===== config.mk =====
export PLATFORM = sky130hd
export DESIGN_NAME = bus_arbiter
export DESIGN_NICKNAME = d
export VERILOG_FILES = /design/src/rtl/bus_arbiter.sv
export SDC_FILE = /design/constraint.sdc
export NUM_CORES = 1
export LEC_CHECK = 0
export CAP_MARGIN = 20
export CORE_MARGIN = 2
export CORE_UTILIZATION = 38
export DETAILED_ROUTE_END_ITERATION = 10
export PLACE_DENSITY = 0.81
export SLEW_MARGIN = 20
export SYNTH_ARGS = -nofsm -noshare
export SYNTH_HDL_FRONTEND = slang
export SYNTH_SLANG_ARGS = --single-unit

===== constraint.sdc =====
create_clock -name clk -period 1.5 [get_ports clk]
set_input_delay 0.225 -clock clk [delete_from_list [all_inputs] [get_ports clk]]
set_output_delay 0.225 -clock clk [all_outputs]
set_load 0.05 [all_outputs]

===== src/rtl/bus_arbiter.sv =====
// Two-port round-robin memory bus arbiter: grants one requester at a time, holds the
// memory strobe for WAIT cycles, then pulses the winner's ack for one cycle.
module bus_arbiter #(
   parameter int unsigned AW   = 13,
   parameter int unsigned DW   = 8,
   parameter int unsigned WAIT = 2
) (
   input  logic          clk,
   input  logic          rst,
   input  logic          req0,
   input  logic          we0,
   input  logic [AW-1:0] addr0,
   input  logic [DW-1:0] wdata0,
   input  logic          req1,
   input  logic          we1,
   input  logic [AW-1:0] addr1,
   input  logic [DW-1:0] wdata1,
   output logic          gnt0,
   output logic          gnt1,
   output logic          ack0,
   output logic          ack1,
   output logic [DW-1:0] rdata,
   output logic [AW-1:0] mem_addr,
   output logic [DW-1:0] mem_wdata,
   output logic          mem_rd,
   output logic          mem_wr,
   input  logic [DW-1:0] mem_rdata,
   output logic          busy
);

   typedef enum logic [1:0] {StIdle, StAccess, StDone} state_e;

   localparam logic [3:0] WaitInit = 4'(WAIT - 1);

   state_e        state_q, state_d;
   logic [3:0]    cnt_q, cnt_d;
   logic          last_q, last_d;  // 1 = port 1 was granted last
   logic          gnt0_q, gnt0_d;
   logic          gnt1_q, gnt1_d;
   logic          ack0_q, ack0_d;
   logic          ack1_q, ack1_d;
   logic          mem_rd_q, mem_rd_d;
   logic          mem_wr_q, mem_wr_d;
   logic          busy_q, busy_d;
   logic [AW-1:0] mem_addr_q, mem_addr_d;
   logic [DW-1:0] mem_wdata_q, mem_wdata_d;
   logic [DW-1:0] rdata_q, rdata_d;
   logic          win;

   always_comb begin
      state_d     = state_q;
      cnt_d       = cnt_q;
      last_d      = last_q;
      gnt0_d      = gnt0_q;
      gnt1_d      = gnt1_q;
      ack0_d      = 1'b0;
      ack1_d      = 1'b0;
      mem_rd_d    = mem_rd_q;
      mem_wr_d    = mem_wr_q;
      busy_d      = busy_q;
      mem_addr_d  = mem_addr_q;
      mem_wdata_d = mem_wdata_q;
      rdata_d     = rdata_q;
      win         = 1'b0;

      unique case (state_q)
         StIdle: begin
            if (req0 || req1) begin
               // On a tie the port not granted last wins.
               win         = (req0 && req1) ? ~last_q : req1;
               state_d     = StAccess;
               cnt_d       = WaitInit;
               last_d      = win;
               gnt0_d      = ~win;
               gnt1_d      = win;
               busy_d      = 1'b1;
               mem_addr_d  = win ? addr1 : addr0;
               mem_wdata_d = win ? wdata1 : wdata0;
               mem_wr_d    = win ? we1 : we0;
               mem_rd_d    = win ? ~we1 : ~we0;
            end
         end
         StAccess: begin
            if (cnt_q == '0) begin
               state_d  = StDone;
               ack0_d   = gnt0_q;
               ack1_d   = gnt1_q;
               gnt0_d   = 1'b0;
               gnt1_d   = 1'b0;
               mem_rd_d = 1'b0;
               mem_wr_d = 1'b0;
               if (mem_rd_q) begin
                  rdata_d = mem_rdata;
               end
            end else begin
               cnt_d = cnt_q - 4'd1;
            end
         end
         StDone: begin
            state_d = StIdle;
            busy_d  = 1'b0;
         end
         default: begin
            state_d = StIdle;
         end
      endcase
   end

   always_ff @(posedge clk) begin
      if (rst) begin
         state_q     <= StIdle;
         cnt_q       <= '0;
         last_q      <= 1'b1;
         gnt0_q      <= 1'b0;
         gnt1_q      <= 1'b0;
         ack0_q      <= 1'b0;
         ack1_q      <= 1'b0;
         mem_rd_q    <= 1'b0;
         mem_wr_q    <= 1'b0;
         busy_q      <= 1'b0;
         mem_addr_q  <= '0;
         mem_wdata_q <= '0;
         rdata_q     <= '0;
      end else begin
         state_q     <= state_d;
         cnt_q       <= cnt_d;
         last_q      <= last_d;
         gnt0_q      <= gnt0_d;
         gnt1_q      <= gnt1_d;
         ack0_q      <= ack0_d;
         ack1_q      <= ack1_d;
         mem_rd_q    <= mem_rd_d;
         mem_wr_q    <= mem_wr_d;
         busy_q      <= busy_d;
         mem_addr_q  <= mem_addr_d;
         mem_wdata_q <= mem_wdata_d;
         rdata_q     <= rdata_d;
      end
   end

   assign gnt0      = gnt0_q;
   assign gnt1      = gnt1_q;
   assign ack0      = ack0_q;
   assign ack1      = ack1_q;
   assign mem_rd    = mem_rd_q;
   assign mem_wr    = mem_wr_q;
   assign busy      = busy_q;
   assign mem_addr  = mem_addr_q;
   assign mem_wdata = mem_wdata_q;
   assign rdata     = rdata_q;

endmodule


==> run_results.csv <==
group,metric,value,unit
drt,vias,1634,
clock_tree,clk_latency,290,ps
clock_tree,clkTransAtPathRegs,80,ps
clock_tree,cts_tree,"yes",
global_route,grt_max_degree,24,
critical_path,cp_slowest_cell,"dfxtp_1",
power_and_ir_drop,power.leakage,1.19,nW
timing,period_share,0.937,
drt,ant_nets,0,
worst_hold_path,min_path_type,"reg -> reg",
critical_path,cp.required,1680,ps
place,port_buffers,91,
timing,timing.setup.tns,0,ps
place,dp_cells,304,
global_route,overflow,0,
critical_path,cp-start-kind,"flip-flop",
worst_hold_path,min_path_cells,2,
global_route,grt.total_usage,0.194,
drt,vias_per_cell,5.22,
drt,wirelength,4.61,mm
clock_tree,clk_path_buf_depth,2,
timing,final_max_slew_viol_count,0,
critical_path,crit_top_cell,"nor2_1",
drt,post_drt_wl_per_cell,14.7,µm
place,hpwl,3.48,mm
finish,area_delta_synth_final,64.3,%
die,die_height,70.0,µm
global_route,grt_pass1_vias,1678,
timing,setup_slack,95.0,ps
power_and_ir_drop,total_power,3.10,mW
timing,fmax,712,MHz
critical_path,worstPathMaxFanout,13,
drt,dr.pass1.iters,5,
finish,drive_gt1_frac,0.261,
power_and_ir_drop,ir_drop,581,µV
finish,fin_nets,318,
place,place_congestion,0.814,
finish,stdcell_count,313,
timing,setup_viol,0,
critical_path,critPathCaptureType,"flip-flop",
global_route,grt_pass1_wl,7.60,mm
clock_tree,clockRootBuffer,"clkbuf_8",
finish,num_antenna_cells,0,
timing,fin_crit,1410,ps
worst_hold_path,min_to,"busy",
yosys,ys_warn_count,0,
drt,drt_iter0_drc,108,
critical_path,crit_type,"reg -> reg",
yosys,synth-xor-area-share,0.0106,
timing,worst_pin_slew,319,ps
yosys,synthMuxAreaShare,0.0483,
yosys,synthesis.area,1660,µm²
critical_path,r2r_cells,5,
worst_hold_path,holdCritStartpoint,"busy",
critical_path,r2r_slack,90,ps
power_and_ir_drop,p_per_area,1140,nW/µm²
critical_path,cp.arrival,1580,ps
place,place_area,2590,µm²
yosys,synth_compound_gate_area_share,0.178,
die,initial_core_util,0.388,
die,coreArea,4260,µm²
run_status,status,"finished clean",
finish,design_area,2720,µm²
critical_path,r2r-end,"mem_wdata[5]",
yosys,seq_area_frac_synth,0.520,
yosys,synth_cells,160,
critical_path,critPathMaxStageDelay,380,ps
critical_path,path_cells,"nor2_1 -> and3_2 -> buf_12 -> a222oi_1 -> nor2_1",
clock_tree,htreeDepth,2,
timing,fin_skew,3.53,ps
yosys,synth_top_family_by_area,"simple AND/OR/NAND/NOR gates",
die,die_w,70.0,µm
die,die_area,4900,µm²
die,ioPinCount,92,
clock_tree,cts_hold_buf,0,
place,post-place-ws,-296,ps
yosys,yosys.area_share.simple,0.191,
yosys,ys_types,35,
flow_run,cap_violations,0,
global_route,antenna_found_initial,0,
yosys,syn_area_per_cell,10.4,µm²
die,rows,24,
yosys,synth_fp_nets,218,
critical_path,r2r_start,"state_q[1]",
clock_tree,clock_sinks,43,
yosys,synth-adder-area-share,0.0151,
timing,slew_headroom,0.788,
timing,hold_viol_final,0,
clock_tree,numCtsBuffers,5,
drt,route.detailed.drc,0,
yosys,synth_seq_cells,43,
routing by layer:
metal | GRT usage | vias to the layer above | part of all wire
met1 | 0.221 | 778 | 0.40
met2 | 0.349 | 64 | 0.51
met3 | 0.0592 | 4 | 0.074
met5 | 0 | - | 0
met4 | 0.0556 | 0 | 0.0076
li1 | - | 788 | -
cells in the final DEF (no fill, tap or decap), drive strengths merged, types with 4 or more instances in the layout:
cell type / instances
clkbuf: 5
mux2i: 8
nor2: 33
a31oi: 4
and2: 6
buf: 47
a221o: 4
clkdlybuf4s50: 54
dfxtp: 43
nand3: 4
a222oi: 17
repair_timing:
item / in CTS / in global routing
gates cloned: 0 / 0
gates resized for setup: 1 / 10
buffers inserted: 0 / 1
pin swaps: 0 / 7
endpoints found under the setup margin: 8 / 25
worst max-delay path: cells and delay by family, from the launching register on:
family	cells	cell delay, ps
DFF	1	380
AOI/OAI and AO/OA	1	360
buffers and inverters	1	150
and+or+nand+nor	3	400
stage by stage:
stage          hold WS [ps]   util
2_1_floorplan           363      -
3_3_place_gp            468  0.608
3_5_place_dp            477  0.608
4_1_cts                 488  0.629
5_1_grt                 515  0.638
6_report                487  0.638
layout make-up:
| cell class | count | area (µm²) |
|---|---|---|
| inverter | 3 | 11.3 |
| tap | 52 | 65.1 |
| timing repair buffer | 102 | 931 |
| clock inverter | 3 | 15.0 |
| multi-input combinational | 105 | 768 |
| fill | 369 | 1540 |
| sequential | 43 | 862 |
| clock buffer | 5 | 68.8 |
logic make-up after synthesis:
family                     after synthesis
adders and majority gates                2
DFF                                     43
AOI/OAI and AO/OA                       34
muxes                                    8
and+or+nand+nor                         59
buffers and inverters                   12
xor gates and xnor gates                 2
sequential cells by signal, summed over array words and instances (netlist names):
register and cells:
mem_rd 1, last_q 1, ack1 1, state_q 2
mem_wdata 8, ack0 1, mem_addr 13, busy 1
cnt_q 4, mem_wr 1, gnt1 1, rdata 8
gnt0 1
power breakdown:
part	leakage [nW]	switching [mW]	internal, mW
logic	0.791	0.604	0.458
clock network	0.0477	0.395	0.319
registers	0.353	0.0736	1.25
total	1.19	1.07	2.03
worst max path at each step:
stage / start / to / depth (start not counted)
2_1_floorplan: cnt_q[0] / rdata[0] / 6
3_3_place_gp: req0 / mem_addr[9] / 6
3_5_place_dp: req0 / mem_wdata[5] / 6
4_1_cts: cnt_q[1] / rdata[1] / 6
5_1_grt: cnt_q[0] / rdata[0] / 6
6_report: state_q[1] / mem_wdata[5] / 5
Yosys cell counts (all sizes together):
cell,count,share of area
a211o,1,0.0053
a21boi,1,0.0045
a21oi,3,0.0091
a221o,4,0.024
a222oi,17,0.10
a22oi,1,0.0045
a31oi,4,0.015
and2,6,0.023
and2b,2,0.0091
and3,1,0.0038
buf,6,0.023
clkbuf,3,0.0068
dfxtp,43,0.52
ha,2,0.015
inv,3,0.0068
mux2i,8,0.048
nand2,3,0.0068
nand2b,1,0.0038
nand3,4,0.015
nor2,33,0.085
nor2b,2,0.0076
nor3,2,0.0091
nor3b,3,0.017
o21ai,2,0.0083
o21bai,1,0.0045
or3b,2,0.012
xor2,2,0.011
Note: power is estimated with default switching activity, not from simulation.
